`src/rtl/lfsr_popcount.sv`:
```
// Combinational population count, used to size bit errors in one received word.
module lfsr_popcount #(
  parameter int N = 16
) (
  input  logic [N-1:0]             data,
  output logic [$clog2(N+1)-1:0]   count
);

  localparam int PW = $clog2(N+1);

  always_comb begin
    count = '0;
    for (int i = 0; i < N; i++) begin
      count = count + PW'(data[i]);
    end
  end

endmodule

```
`config.mk`:
```
export PLATFORM = sky130hd
export DESIGN_NAME = lfsr_popcount
export DESIGN_NICKNAME = d
export VERILOG_FILES = /design/src/rtl/lfsr_popcount.sv
export SDC_FILE = /design/constraint.sdc
export NUM_CORES = 1
export LEC_CHECK = 0
export ABC_AREA = 1
export BUFFER_PORTS_ARGS = -buffer_cell sky130_fd_sc_hd__clkbuf_2
export CAP_MARGIN = 40
export CORE_AREA = 2 2 39 41
export DETAILED_ROUTE_END_ITERATION = 12
export DIE_AREA = 0 0 41 43
export PLACE_DENSITY_LB_ADDON = 0.15
export SYNTH_ARGS = -nofsm -noshare
export SYNTH_HDL_FRONTEND = slang
export SYNTH_SLANG_ARGS = --single-unit
export TNS_END_PERCENT = 20
```
`constraint.sdc`:
```
create_clock -name vclk -period 4
set_input_delay 0.6 -clock vclk [all_inputs]
set_output_delay 0.6 -clock vclk [all_outputs]
set_load 0.005 [all_outputs]
```
; Word level (Yosys, flattened, before mapping)
; Cells that the tools add are included.
[word_totals]
word_cells = 15
regBits = 0
inputBits = 16
output_inout_bits = 5
[classes]
add_sub_neg = 15
[op_table]
columns = cell, n
row1 = 5-bit by 1-bit adder with 5-bit output, 11
row2 = 4-bit by 1-bit adder with 5-bit output, 1
row3 = 3-bit by 1-bit adder with 4-bit output, 1
row4 = 2-bit by 1-bit adder with 3-bit output, 1
row5 = 1-bit by 1-bit adder with 2-bit output, 1

; Longest topological paths before layout
[depth]
word_depth = 15
ltp_mapped = 13

; Least setup slack after synthesis
; OpenSTA, ideal clock, no wires.
[synth_timing]
path_kind = input port to output port
start = in data[0]
end = out count[2]
path_buffers = 0
stages = 10
slack_ps = -63
t_arrival_ps = 3463
cell_sequence = inv_1 > fa_1 > fa_1 > fa_1 > fa_1 > inv_1 > ha_1 > inv_1 > fa_1 > xnor2_1
[synth_between]
elab_chain_cells = 15
[synth_rtl]
columns = element, line
row1 = start: declaration, 5  ; input logic [N-1:0] data,
row2 = 1-bit by 1-bit adder with 2-bit output, 14  ; count = count + PW'(data[i]);
row3 = 2-bit by 1-bit adder with 3-bit output, 14
row4 = 3-bit by 1-bit adder with 4-bit output, 14
row5 = 4-bit by 1-bit adder with 5-bit output, 14
row6 = 5-bit by 1-bit adder with 5-bit output (11 in a row), 14
row7 = end: declaration, 6  ; output logic [$clog2(N+1)-1:0] count
; Every way passes these cells.

; Worst setup path after layout
[layout_timing]
start = in data[3]
end = out count[1]
[layout_between]
elab_chain_cells = 13
[layout_rtl]
columns = element, line
row1 = 3-bit by 1-bit adder with 4-bit output, 14
row2 = 4-bit by 1-bit adder with 5-bit output, 14
row3 = 5-bit by 1-bit adder with 5-bit output (11 in a row), 14
; Every way passes these cells.

==> reports/qor_table.md <==
| Quantity | Value | Unit |
| --- | --- | --- |
| Post-CTS Hold Fix Bufs | 0 | - |
| ANT cells | 0 | - |
| Failing checks | negative setup slack | - |
| Number of cells on the critical path | 12 | - |
| Endpoint arrival time on the critical path | 3.54 | ns |
| Gate count of the mapped netlist | 56 | - |
| Top fanout value on the critical path | 2 | - |
| Antenna violations before repair | 0 | - |
| Rel. slew slack | 88.7 | % |
| Post-detail-place hpwl | 653 | um |
| Time the worst path needs with I/O delays and setup | 4.14 | ns |
| Final core occ | 43.8 | % |
| Static Leak | 0.379 | nW |
| Worst supply voltage drop on vdd | 240 | uV |
| Final setup violating endpoints | 4 | - |
| Max Cap Viol | 0 | - |
| Total wirelength of the detailed-routed design | 664 | um |
| Initial Utilization | 31.0 | % |
| Synth Cell Area | 429 | um2 |
| Category of the worst setup path capture point | output pin | - |
| Number of buffers inserted by port buffering | 21 | - |
| Achievable frequency | 0.242 | GHz |
| Overall power consumption | 0.329 | mW |
| Final-layout clock buffer total | 0 | - |
| Mean instance size in the synthesized netlist | 7.66 | um2 |
| Global-route wire length before repair | 1.26 | mm |
| Pin count of the biggest net entering global routing | 6 | - |
| Fin worst setup slack | -0.139 | ns |
| Storage element area | 0 | um2 |
| Vert. Die Dim | 43 | um |
| Type of the worst setup path | input pin to output pin | - |
| Sequential cell count | 0 | - |
| Max stage delay cell, worst path | sky130_fd_sc_hd__fa_1 | - |
| Number of buffer and inverter instances along the worst setup path | 6 | - |
| Cell Chain, Critical Path | buf_6, inv_2, fa_1, fa_1, fa_1, fa_1, inv_2, ha_4, inv_2, fa_2, inv_2, buf_6 | - |
| Number of DRC markers after the initial detailed-route iteration | 0 | - |
| Setup repair after global routing missed its margin | true | - |
| Number of distinct library cells after synthesis | 9 | - |
| Measured slew at the worst slew-check pin | 0.170 | ns |
| Worst path top cell family by delay | adder cells | - |
| Path category of the worst min-delay check | input pin to output pin | - |
| GP Congestion | 0.794 | - |
| Power Density | 544 | nW/um2 |
| Post-layout nets | 112 | - |
| Wire length per cell | 6.99 | um |
| Period Utilization, post-route | 103 | % |
| First drt pass iteration count | 1 | - |
| Total overflow reported by the global router | 0 | - |
| DR DRC count | 0 | - |
| Count of pins on the block boundary | 21 | - |
| Hold violation count in the final report | 0 | - |
| Hold path cells | 3 | - |
| Share of cells above drive strength 1 | 41.8 | % |
| Layout-stage area growth over the synthesis result | 41.1 | % |
| Total global-route track usage | 9.65 | % |
| Slew Viols, Final | 0 | - |
| Data required time at the worst endpoint | 3.40 | ns |
| Via count of the first global-routing pass | 342 | - |
| Vias after detailed routing | 375 | - |
| Number of nets with antenna violations after routing | 0 | - |
| Number of placement rows | 14 | - |
| Critical path launch point type | input pin | - |
| Total Die Area | 1760 | um2 |
| Run status | complete, but fails checks | - |
| Startpoint of the lowest-slack hold path | data[2] | - |
| Synthesized netlist net count | 87 | - |
| Die width | 41 | um |
| Count of warnings emitted by yosys | 0 | - |
| Critical path startpoint | data[3] | - |
| Routed via count divided by cell count | 3.95 | - |
| Core Area | 1380 | um2 |
| Fraction of the yosys area taken by sequential cells | 0 | % |
| Peak per-stage delay on the critical path | 0.55 | ns |
cells by family after synthesis:
logic type | count (synthesis) | synth area share [%]
AO/OA/AOI/OAI | 2 | 2.62
AND/OR/NAND/NOR | 9 | 8.74
buffers and inverters | 29 | 25.4
adder cells (fa/ha/maj) | 15 | 61.2
XOR/XNOR | 1 | 2.04
power by group:
group	switching, mW	leakage [nW]	internal [mW]	total [mW]
Combinational	0.153	0.379	0.176	0.329
Sequential	0	0	0	0
Clock	0	0	0	0
Total	0.153	0.379	0.176	0.329
synthesized netlist by cell type, drive strengths merged:
library cell	instances	area share, %
o22ai	1	1.5
nand2	5	4.4
ha	5	15
nor2	1	0.87
inv	29	25
fa	10	47
xnor2	1	2.0
a21oi	1	1.2
nand3	3	3.5
cell type report:
| class | instances | area (um2) |
|---|---|---|
| Inverter | 29 | 109 |
| Fill cell | 158 | 778 |
| Multi-Input combinational cell | 27 | 338 |
| Timing Repair Buffer | 23 | 139 |
| Tap cell | 16 | 20.0 |
placed cells by master, fill, tap and decap left out:
cell                       count
sky130_fd_sc_hd__xnor2_1       1
sky130_fd_sc_hd__fa_2          1
sky130_fd_sc_hd__ha_4          1
sky130_fd_sc_hd__buf_6         3
sky130_fd_sc_hd__nor2_1        1
sky130_fd_sc_hd__nand3_1       3
sky130_fd_sc_hd__fa_1          9
sky130_fd_sc_hd__o22ai_1       1
sky130_fd_sc_hd__nand2_2       1
sky130_fd_sc_hd__clkbuf_2     17
sky130_fd_sc_hd__ha_1          4
sky130_fd_sc_hd__nand2_1       4
sky130_fd_sc_hd__buf_4         2
sky130_fd_sc_hd__buf_2         1
sky130_fd_sc_hd__inv_2         7
sky130_fd_sc_hd__a21oi_1       1
sky130_fd_sc_hd__inv_1        22
metal layers:
metal  track usage [%]  share of wire [%]
met1              13.7                 40
met2              16.9                 54
met3                 0                5.7
met4                 0                  0
met5                 0                  0
worst paths after layout:
kind / endpoint / slack (ns)
worst max-delay path: count[1] / -0.14
worst min-delay path: count[0] / 1.54
metrics by stage:
| step | setup slack, ns | hold WS, ns | cells | TNS, ns | area, um2 |
|---|---|---|---|---|---|
| finish | -0.139 | 1.54 | 95 | -0.346 | 606 |
| global route | -0.220 | 1.56 | 95 | -0.704 | 606 |
| CTS | -0.225 | 1.52 | 95 | -0.735 | 577 |
| detailed placement | -0.249 | 1.51 | 94 | -0.766 | 564 |
| global placement | -0.224 | 1.50 | 94 | -0.654 | 564 |
| floorplan | -0.0209 | 1.32 | 56 | -0.0209 | 432 |
worst min-delay path, stage by stage:
cell and delay, ns:
sky130_fd_sc_hd__clkbuf_2 0.11, sky130_fd_sc_hd__ha_4 0.13, sky130_fd_sc_hd__clkbuf_2 0.10
repair_timing:
action / 4_1_cts / 5_1_grt
resized for setup: 4 / 11
buffers inserted: 1 / 0
setup endpoints to repair: 4 / 4
pin swaps: 9 / 8
Power figures use the tool's default switching activity.
